--- src/rtl/uart_link_pkg.sv ---
// Shared types and ASCII constants for the UART command-line decoder.
package uart_link_pkg;

    typedef enum logic [2:0] {
        S_TAG,
        S_COLON,
        S_SPACE,
        S_ZERO,
        S_X,
        S_HEX,
        S_DISCARD
    } state_e;

    localparam logic [7:0] CH_CR    = 8'h0D;
    localparam logic [7:0] CH_LF    = 8'h0A;
    localparam logic [7:0] CH_COLON = 8'h3A;
    localparam logic [7:0] CH_SPACE = 8'h20;
    localparam logic [7:0] CH_ZERO  = 8'h30;
    localparam logic [7:0] CH_X_LO  = 8'h78;
    localparam logic [7:0] CH_X_UP  = 8'h58;

    // Characters arrive zero-extended so any DATA_WIDTH can share these helpers.
    function automatic logic is_terminator(input logic [31:0] c);
        return (c == 32'(CH_CR)) || (c == 32'(CH_LF));
    endfunction

endpackage

--- src/rtl/ascii_hex_decode.sv ---
// Combinational ASCII hex digit decoder: 0-9, A-F, a-f to a 4-bit nibble.
module ascii_hex_decode #(
    parameter int unsigned DATA_WIDTH = 8
) (
    input  logic [DATA_WIDTH-1:0] i_char,
    output logic [3:0]            o_nibble,
    output logic                  o_is_hex
);

    logic [31:0] w_c;
    assign w_c = 32'(i_char);

    always_comb begin
        o_nibble = '0;
        o_is_hex = 1'b0;
        if (w_c >= 32'h30 && w_c <= 32'h39) begin
            o_nibble = 4'(w_c - 32'h30);
            o_is_hex = 1'b1;
        end else if (w_c >= 32'h41 && w_c <= 32'h46) begin
            o_nibble = 4'(w_c - 32'h37);
            o_is_hex = 1'b1;
        end else if (w_c >= 32'h61 && w_c <= 32'h66) begin
            o_nibble = 4'(w_c - 32'h57);
            o_is_hex = 1'b1;
        end
    end

endmodule

--- src/rtl/uart_cmd_decoder.sv ---
// Streaming parser for "<TAG>: 0x<hex>" lines ending in CR/LF; commits values per channel.
module uart_cmd_decoder
    import uart_link_pkg::*;
#(
    parameter int unsigned DATA_WIDTH   = 8,
    parameter int unsigned NUM_CHANNELS = 2,
    parameter int unsigned TAG_LEN      = 2,
    parameter logic [NUM_CHANNELS*TAG_LEN*DATA_WIDTH-1:0] CHANNEL_TAGS = 32'h4254_5357,
    parameter int unsigned HEX_DIGITS   = 4,
    parameter int unsigned VALUE_WIDTH  = 4 * HEX_DIGITS
) (
    input  logic                                clk,
    input  logic                                reset_n,
    input  logic                                ena,
    input  logic [DATA_WIDTH-1:0]               rx_data,
    input  logic                                rx_valid,
    output logic [NUM_CHANNELS*VALUE_WIDTH-1:0] value_out,
    output logic [NUM_CHANNELS-1:0]             update_strobe,
    output logic                                frame_error,
    output logic [7:0]                          error_count,
    output logic                                busy
);

    localparam int unsigned PosW = (TAG_LEN > 1) ? $clog2(TAG_LEN) : 1;
    localparam int unsigned ChW  = (NUM_CHANNELS > 1) ? $clog2(NUM_CHANNELS) : 1;
    localparam int unsigned DigW = $clog2(HEX_DIGITS + 1);

    state_e                            r_state, w_state_d;
    logic [PosW-1:0]                   r_pos, w_pos_d;
    logic [NUM_CHANNELS-1:0]           r_cand, w_cand_d, w_match, w_cand_hit;
    logic [ChW-1:0]                    r_sel, w_sel_d, w_lowest;
    logic [VALUE_WIDTH-1:0]            r_acc, w_acc_d;
    logic [DigW-1:0]                   r_digits, w_digits_d;
    logic [NUM_CHANNELS*VALUE_WIDTH-1:0] r_value;
    logic [NUM_CHANNELS-1:0]           r_strobe;
    logic                              r_ferr;
    logic [7:0]                        r_err_cnt;
    logic                              w_accept, w_term, w_commit, w_error, w_is_hex, w_lit_ok;
    logic [3:0]                        w_nibble;
    logic [31:0]                       w_char;
    state_e                            w_lit_next;

    assign w_char   = 32'(rx_data);
    assign w_accept = ena && rx_valid;
    assign w_term   = is_terminator(w_char);

    ascii_hex_decode #(
        .DATA_WIDTH (DATA_WIDTH)
    ) u_hex (
        .i_char   (rx_data),
        .o_nibble (w_nibble),
        .o_is_hex (w_is_hex)
    );

    // Channel 0 sits in the most-significant tag slot; first character is its top byte.
    always_comb begin
        for (int c = 0; c < NUM_CHANNELS; c++) begin
            w_match[c] = (CHANNEL_TAGS[((NUM_CHANNELS - 1 - c) * TAG_LEN + TAG_LEN - 1
                          - 32'(r_pos)) * DATA_WIDTH +: DATA_WIDTH] == rx_data);
        end
    end

    assign w_cand_hit = r_cand & w_match;

    always_comb begin
        w_lowest = '0;
        for (int c = NUM_CHANNELS - 1; c >= 0; c--) begin
            if (w_cand_hit[c]) w_lowest = ChW'(c);
        end
    end

    always_comb begin
        w_lit_ok   = 1'b0;
        w_lit_next = S_DISCARD;
        unique case (r_state)
            S_COLON: begin w_lit_ok = (w_char == 32'(CH_COLON)); w_lit_next = S_SPACE; end
            S_SPACE: begin w_lit_ok = (w_char == 32'(CH_SPACE)); w_lit_next = S_ZERO;  end
            S_ZERO:  begin w_lit_ok = (w_char == 32'(CH_ZERO));  w_lit_next = S_X;     end
            S_X: begin
                w_lit_ok   = (w_char == 32'(CH_X_LO)) || (w_char == 32'(CH_X_UP));
                w_lit_next = S_HEX;
            end
            default: ;
        endcase
    end

    always_comb begin
        w_state_d  = r_state;
        w_pos_d    = r_pos;
        w_cand_d   = r_cand;
        w_sel_d    = r_sel;
        w_acc_d    = r_acc;
        w_digits_d = r_digits;
        w_commit   = 1'b0;
        w_error    = 1'b0;
        if (w_accept) begin
            unique case (r_state)
                S_TAG: begin
                    if (w_term) begin
                        w_error = (r_pos != '0);
                    end else if (w_cand_hit == '0) begin
                        w_state_d = S_DISCARD;
                        w_pos_d   = '0;
                    end else if (32'(r_pos) == TAG_LEN - 1) begin
                        w_cand_d  = w_cand_hit;
                        w_sel_d   = w_lowest;
                        w_pos_d   = '0;
                        w_state_d = S_COLON;
                    end else begin
                        w_cand_d = w_cand_hit;
                        w_pos_d  = r_pos + PosW'(1);
                    end
                end
                S_COLON, S_SPACE, S_ZERO, S_X: begin
                    if (w_lit_ok)    w_state_d = w_lit_next;
                    else if (w_term) w_error   = 1'b1;
                    else             w_state_d = S_DISCARD;
                end
                S_HEX: begin
                    if (w_term) begin
                        if (r_digits != '0) w_commit = 1'b1;
                        else                w_error  = 1'b1;
                    end else if (w_is_hex && (32'(r_digits) < HEX_DIGITS)) begin
                        w_acc_d    = (r_acc << 4) | VALUE_WIDTH'(w_nibble);
                        w_digits_d = r_digits + DigW'(1);
                    end else begin
                        w_state_d = S_DISCARD;
                    end
                end
                S_DISCARD: w_error = w_term;
                default:   w_state_d = S_TAG;
            endcase
            if (w_commit || w_error) begin
                w_state_d  = S_TAG;
                w_pos_d    = '0;
                w_cand_d   = '1;
                w_acc_d    = '0;
                w_digits_d = '0;
            end
        end
    end

    always_ff @(posedge clk or negedge reset_n) begin
        if (!reset_n) begin
            r_state   <= S_TAG;
            r_pos     <= '0;
            r_cand    <= '1;
            r_sel     <= '0;
            r_acc     <= '0;
            r_digits  <= '0;
            r_value   <= '0;
            r_strobe  <= '0;
            r_ferr    <= 1'b0;
            r_err_cnt <= '0;
        end else begin
            r_state  <= w_state_d;
            r_pos    <= w_pos_d;
            r_cand   <= w_cand_d;
            r_sel    <= w_sel_d;
            r_acc    <= w_acc_d;
            r_digits <= w_digits_d;
            r_strobe <= w_commit ? (NUM_CHANNELS'(1) << r_sel) : '0;
            r_ferr   <= w_error;
            if (w_commit) r_value[32'(r_sel) * VALUE_WIDTH +: VALUE_WIDTH] <= r_acc;
            if (w_error && (r_err_cnt != 8'hFF)) r_err_cnt <= r_err_cnt + 8'd1;
        end
    end

    assign value_out     = r_value;
    assign update_strobe = r_strobe;
    assign frame_error   = r_ferr;
    assign error_count   = r_err_cnt;
    assign busy          = (r_state != S_TAG) || (r_pos != '0);

endmodule

--- config.mk ---
export PLATFORM = sky130hd
export DESIGN_NAME = uart_cmd_decoder
export DESIGN_NICKNAME = d
export VERILOG_FILES = /design/src/rtl/uart_link_pkg.sv /design/src/rtl/ascii_hex_decode.sv /design/src/rtl/uart_cmd_decoder.sv
export SDC_FILE = /design/constraint.sdc
export NUM_CORES = 1
export LEC_CHECK = 0
export ABC_CLOCK_PERIOD_IN_PS = 2600
export CELL_PAD_IN_SITES_DETAIL_PLACEMENT = 2
export CELL_PAD_IN_SITES_GLOBAL_PLACEMENT = 2
export CORE_MARGIN = 2
export CORE_UTILIZATION = 36
export CTS_BUF_LIST = sky130_fd_sc_hd__clkbuf_4 sky130_fd_sc_hd__clkbuf_8
export DETAILED_ROUTE_END_ITERATION = 8
export GPL_TIMING_DRIVEN = 0
export PLACE_DENSITY_LB_ADDON = 0.1
export REMOVE_ABC_BUFFERS = 1
export SETUP_SLACK_MARGIN = 0.3
export SLEW_MARGIN = 10
export SYNTH_ARGS = -nofsm -noshare
export SYNTH_HDL_FRONTEND = slang
export SYNTH_SLANG_ARGS = --single-unit
--- constraint.sdc ---
create_clock -name clk -period 2.6 [get_ports clk]
set_input_delay 0.78 -clock clk [delete_from_list [all_inputs] [get_ports clk]]
set_output_delay 0.78 -clock clk [all_outputs]
set_load 0.05 [all_outputs]
Word-level counts from Yosys, hierarchy flattened
Cells that the tools add are included.
Operators by class
  magnitude comparators: 7
  add/subtract/negate cells: 9
  bitwise gates (word level): 4
  muxes and demuxes: 51
  reduce and logical (&&, ||, !) cells: 23
  shift operators: 5
  equality and inequality tests: 24
Operators by type and width (number)
  indexed part select 32 x 33 -> 8 bit, first input constant: 2
  2-to-1 mux 16 bit: 4
  2-to-1 mux 3 bit: 12
  negation 5 -> 34 bit: 1
  variable shift 16 x 34 -> 32 bit, first input constant: 1
  indexed part select 16 x 34 -> 32 bit: 1
  bitwise mux 32 bit: 1
  equality test 8 x 6 -> 1 bit, second input constant: 3
  one-hot mux 3 bit (4 select lines): 2
  2-to-1 mux 1 bit: 22
  equality test 8 x 4 -> 1 bit, second input constant: 2
  equality test 8 x 7 -> 1 bit, second input constant: 2
  equality test 8 bit: 2
  greater-or-equal comparator 8 x 7 -> 1 bit, second input constant: 2
  <= comparator 8 x 7 -> 1 bit, second input constant: 2
  bitwise OR 16 x 4 -> 16 bit: 1
  2-to-1 mux 4 bit: 3
  2-to-1 mux 2 bit: 5
  equality test 3 bit, second input constant: 3
  != test 3 bit, second input constant: 3
  adder 8 x 1 -> 8 bit, second input constant: 1
  greater-or-equal comparator 8 x 6 -> 1 bit, second input constant: 1
  <= comparator 8 x 6 -> 1 bit, second input constant: 1
  != test 4 bit, second input constant: 2
  27 further kinds: 44
Word-level totals
  register bits after elaboration: 69

Longest topological paths before layout
  depth after elaboration: 10
  mapped depth: 9
  mapped depth without buffers: 8

Cells and area by module
Synthesis repeated with hierarchy kept, for this count alone.
Unflattened totals
  cell total of the unflattened synthesis: 268
  area, all modules: 3402.0 um^2
By module, submodules not included
  uart_cmd_decoder: area each 3198.1 um^2, instances 1, sequential area each 1729.2 um^2, cells an instance 243
  ascii_hex_decode: area each 203.9 um^2, instances 1, sequential area each 0.0 um^2, cells an instance 25

Least setup slack after synthesis
Ideal clock, no wire load.
  path kind: in2reg
  from: input port rx_data[1]
  to: register r_state[2]
  setup time: 0.128 ns
  buffers on the path: 0
  arrival time: 2.582 ns
  setup slack: -0.110 ns
  required time: 2.472 ns
  cell stages on the path: 8
  cells stage by stage: inv_1 ha_1 or3b_4 and3b_4 o2111a_2 o32ai_4 o21ai_2 mux2_1
Between the ends
  cells in the longest elaborated chain, start to end: 9
RTL lines
  start: declaration: RTL line uart_cmd_decoder.sv:15  | input logic [DATA_WIDTH-1:0] rx_data,
  equality test 8 x 7 -> 1 bit / equality test 8 x 4 -> 1 bit (equally long branches): RTL line uart_cmd_decoder.sv:80, uart_link_pkg.sv:24
  logical OR 1 bit, on equally long branches: RTL line uart_cmd_decoder.sv:80, uart_link_pkg.sv:24
  one-hot mux 1 bit (4 select lines) / 2-to-1 mux 1 bit (equally long branches): RTL line uart_cmd_decoder.sv:75, uart_cmd_decoder.sv:116
  2-to-1 mux 1 bit: RTL line uart_cmd_decoder.sv:115  | if (w_lit_ok) w_state_d = w_lit_next;
  one-hot mux 1 bit (4 select lines): RTL line uart_cmd_decoder.sv:97  | unique case (r_state)
  2-to-1 mux 1 bit: RTL line uart_cmd_decoder.sv:96  | if (w_accept) begin
  logical OR 1 bit: RTL line uart_cmd_decoder.sv:133  | if (w_commit || w_error) begin
  != test 4 bit (no source line) (tied with other cells)
  AND reduction 7 bit (no source line)
  end signal: assignment: RTL line uart_cmd_decoder.sv:156  | r_state <= w_state_d;
  end: declaration: RTL line uart_cmd_decoder.sv:28  | state_e r_state, w_state_d;
Parallel ways exist; a longest one is shown, timed or not. The select of a mux whose other input is x is not followed.
A chain may end at the register's enable or synchronous reset.

Worst setup path after layout
  from: input port rx_data[0]
  to: register r_acc[11]
Between the ends
  cells in the longest elaborated chain, start to end: 9
RTL lines
  equality test 8 x 7 -> 1 bit / equality test 8 x 4 -> 1 bit (equally long branches): RTL line uart_cmd_decoder.sv:80, uart_link_pkg.sv:24
  logical OR 1 bit, on equally long branches: RTL line uart_cmd_decoder.sv:80, uart_link_pkg.sv:24
  one-hot mux 1 bit (4 select lines) / 2-to-1 mux 1 bit (equally long branches): RTL line uart_cmd_decoder.sv:75, uart_cmd_decoder.sv:116
  2-to-1 mux 1 bit: RTL line uart_cmd_decoder.sv:115
  one-hot mux 1 bit (4 select lines): RTL line uart_cmd_decoder.sv:97
  2-to-1 mux 1 bit: RTL line uart_cmd_decoder.sv:96
  logical OR 1 bit: RTL line uart_cmd_decoder.sv:133
  != test 2 x 1 -> 1 bit (no source line) / nonzero test 2 bit (equally long branches)
  AND reduction 4 bit (no source line)
  end signal: assignment: RTL line uart_cmd_decoder.sv:160  | r_acc <= w_acc_d;
  end: declaration: RTL line uart_cmd_decoder.sv:32  | logic [VALUE_WIDTH-1:0] r_acc, w_acc_d;
Parallel ways exist; a longest one is shown, timed or not. The select of a mux whose other input is x is not followed.

==> impl_summary.md <==
Status
The flow ran to the end, and the final reports show no timing, DRC or antenna violations.

GRT
The first global-routing pass estimated 17.9 mm of wire. The initial antenna violation count came to 0. Entering global routing, the biggest net connects 61 pins. The number of global-route vias before repair is 3156. The leftover overflow at the end of global routing is 0. The total global routing track utilization is 23.4%.

Yosys
The synthesized design devotes to its leading area cell type 50.4% of total area. After technology mapping, the gate count stands at 302. Yosys mapped a number of flops with a built-in enable equal to 0. The cell taking the most area after synthesis is dfrtp_1. For this run, the register share of the synthesized area comes to 52.0%.

In this run the cell area of the synthesized design comes to 3330 um2. The leading register cell type out of synthesis is dfrtp_1. After synthesis, the mean cell area works out to 11.0 um2. For this run, asynchronously set or reset flops after synthesis account for 100%. Yosys attributes the largest share of cell area to dfrtp_1 (50%), mux2_2 (12%), nand2_1 (5.2%), o21ai_0 (3.5%), ha_1 (3.0%). The flip-flop and latch count after synthesis is 69.

For this run, the number of Yosys warnings is 0. Counting distinct cell types in the post-synthesis netlist gives 52.

Route
Dividing the detail-routed via count by the number of cells gives 5.59. The detailed-route DRC error count is 0. Routed signal wires occupy layers up through met4.

The sum of met3 wire segment lengths after detailed routing is 372 um. The number of vias after detailed routing is 2841. The detailed router finished its first iteration with 98 violations. The length of routed met2 wiring is 6.29 mm. In this run the remaining antenna-violating nets after routing total 0. The detailed-route wire length is 11.9 mm. The routed wirelength normalized by instance count is 23.5 um.

The number of detailed-routing iterations run before antenna repair is 5. The detailed-route wire length on metal 1 is 4.94 mm.

Placed design
Detailed placement ended at an HPWL of 5.56 mm. In this run the tool buffered the top-level ports with 55 buffer cells. The instance area after placement is 3970 um2. In this run, placement finished with an instance count of 454. The last weighted congestion value of the routability-driven placer is 0.782.

Timing
The pin slew with the least headroom to its limit is 0.659 ns. Across all hold checks on the routed design, the worst slack comes to 0.258 ns. The count of pins over their slew limit is 0. The shortest period the worst path allows is 2.43 ns. The largest clock skew in the final design is 0.0171 ns.

The worst pin sits at a relative slew slack of 56.1%. The number of endpoints failing setup at the final stage is 0. The number of hold violations in the final report came to 0. The total negative slack is 0 ns. Setup repair after global routing could not meet its margin everywhere. The final critical path takes up 93.6% of the cycle. The maximum operating frequency is 411 MHz.

Setup path
The kind of start point of the critical path is a primary input. STA puts the critical path data required time at 2.87 ns. Data arrives at the worst endpoint at 2.71 ns. The worst setup path is captured at a register.

Of all nets on the critical path, the largest fanout is 6. The number of cell instances on the worst register-to-register path is 8. The class of the most critical setup path is primary input to register.

Clock network
The clock insertion delay at the later pin of the skew report is 0.36 ns. The H-tree depth is 3. The clock root buffer master is clkbuf_8. In this run, CTS created clock tree buffers numbering 9. The number of buffers between clock root and the deepest sink is 2. CTS saw 69 sinks. The number of buffers added to fix hold violations after cts is 0. The TritonCTS clock tree is yes. The clock slew seen by the registers of the worst setup and hold paths is 0.09 ns.

Finish
Leaving out fill and tap cells, the most frequent cells in the layout are dfrtp_1 (63), nand2_1 (41), dlygate4sd2_1 (32), mux2_4 (22), buf_4 (22). The area growth from synthesis to layout is 50.5%. The multi-input logic area is 1970 um2. The number of filler instances in the final layout is 857. The final net count is 412. The number of standard cells in the final layout excluding fillers is 508. The most common library cell in the layout ignoring fill and taps is dfrtp_1. The final instance area is 5010 um2. In the final layout, the share of cells above drive strength 1 is 40.3%. The antenna diode instance count is 0. The sequential cell area in the final layout is 1740 um2.

Floorplan
The floorplan step defined a die boundary enclosing 10000 um2. During I/O placement, the number of pins put on the boundary was 56. The effective utilization at floorplan is 36.5%.

The vertical extent of the die is 100 um. The total core area is 9110 um2. The placement row count is 35. The horizontal die dimension is 100 um.

Pwr
The worst-case IR drop observed on VDD is 364 uV. In this run the power density over the cells is 518 nW/um2. The leakage power of the design is 0.00258 uW. The design draws 2590 uW.

Worst hold path
The path class of the tightest hold or removal check is primary input to asynchronous set/reset pin.

Job
Across the run, the number of max-cap violations was 0.
## where the power goes
group / switching, uW / total [uW] / internal [uW] / leakage, uW
sequential: 82.5 / 1200 / 1120 / 0.000941
combinational: 290 / 479 / 188 / 0.00154
clock: 469 / 916 / 447 / 0.0000996
total: 842 / 2590 / 1750 / 0.00258
## metal layers
metal | vias to the layer above | GRT usage, %
li1 | 1252 | -
met1 | 1490 | 28.2
met2 | 76 | 42.7
met3 | 23 | 3.34
met4 | 0 | 7.69
met5 | - | 0
## state kept, by name, indices dropped and copies added (netlist names)
| name | count |
|---|---|
| r_sel | 1 |
| r_cand | 2 |
| r_acc | 16 |
| update_strobe | 2 |
| frame_error | 1 |
| error_count | 8 |
| value_out | 32 |
| r_state | 3 |
| r_pos | 1 |
| r_digits | 3 |
## path summary, 6_finish.rpt
path,end,slack (ns),from
max,r_acc[11]$_DFFE_PN0P_,0.17,rx_data[0]
min,error_count[0]$_DFFE_PN0P_,0.26,reset_n
max reg2reg,error_count[3]$_DFFE_PN0P_,0.38,r_digits[0]$_DFFE_PN0P_
min reg2reg,error_count[7]$_DFFE_PN0P_,0.50,error_count[7]$_DFFE_PN0P_
max in group asynchronous,r_cand[1]$_DFFE_PN1P_,1.75,reset_n
min in group clk,error_count[7]$_DFFE_PN0P_,0.50,error_count[7]$_DFFE_PN0P_
## metrics by stage
stage / utilization, % / setup slack (ns)
6_report: 55.0 / 0.165
3_3_place_gp: 43.3 / -1.72
4_1_cts: 51.5 / 0.219
2_1_floorplan: - / -0.249
5_1_grt: 55.0 / 0.135
3_5_place_dp: 43.6 / -1.59
## kinds of logic after synthesis
family / count (synthesis) / share of synthesized area (%)
simple gates: 100 / 15.5
flops: 69 / 52.0
compound gates: 52 / 10.8
mux: 39 / 13.1
buf+inv: 26 / 3.50
xor+xnor: 8 / 2.11
fa+ha+maj: 8 / 3.01
## layout make-up
cell class / count / area share, %
Sequential cell: 69 / 34.7
Clock inverter: 7 / 1.47
Timing Repair Buffer: 88 / 17.9
Clock buffer: 9 / 2.47
Tap cell: 111 / 2.77
Inverter: 11 / 1.32
Multi-Input combinational cell: 213 / 39.4
## cells in the mapped netlist, types with 2 or more instances
cell type and instances:
nand3b_1 2, nand4_1 4, mux2_2 35, nor4_2 2
ha_1 8, and3_1 5, buf_2 6, mux2i_1 2
o211ai_1 2, o21ai_1 3, o21a_1 2, mux2_1 2
nor3_1 7, dfrtp_1 67, xor2_1 4, xnor2_1 4
a21oi_1 6, o21ai_2 2, nand3_1 5, dfstp_2 2
nor4b_1 2, o21bai_1 2, nand2_1 46, clkbuf_1 7
nor2_1 15, nor4_1 2, o21ai_0 23, inv_1 11
## worst max-delay path, stage by stage
cell      delay [ns]
buf_12          0.12
clkinv_8        0.04
ha_4            0.12
or3b_4          0.38
and3b_4         0.20
o2111a_2        0.29
buf_6           0.14
o21ai_4         0.23
buf_6           0.15
buf_12          0.12
nand2_4         0.06
o21ai_2         0.07
## repair_timing
action,in CTS,in global routing
buffers inserted,26,4
setup endpoints to repair,101,74
gates resized for setup,156,83
pin swaps,14,22
gates cloned,8,0
(Power assumes the default switching activity.)
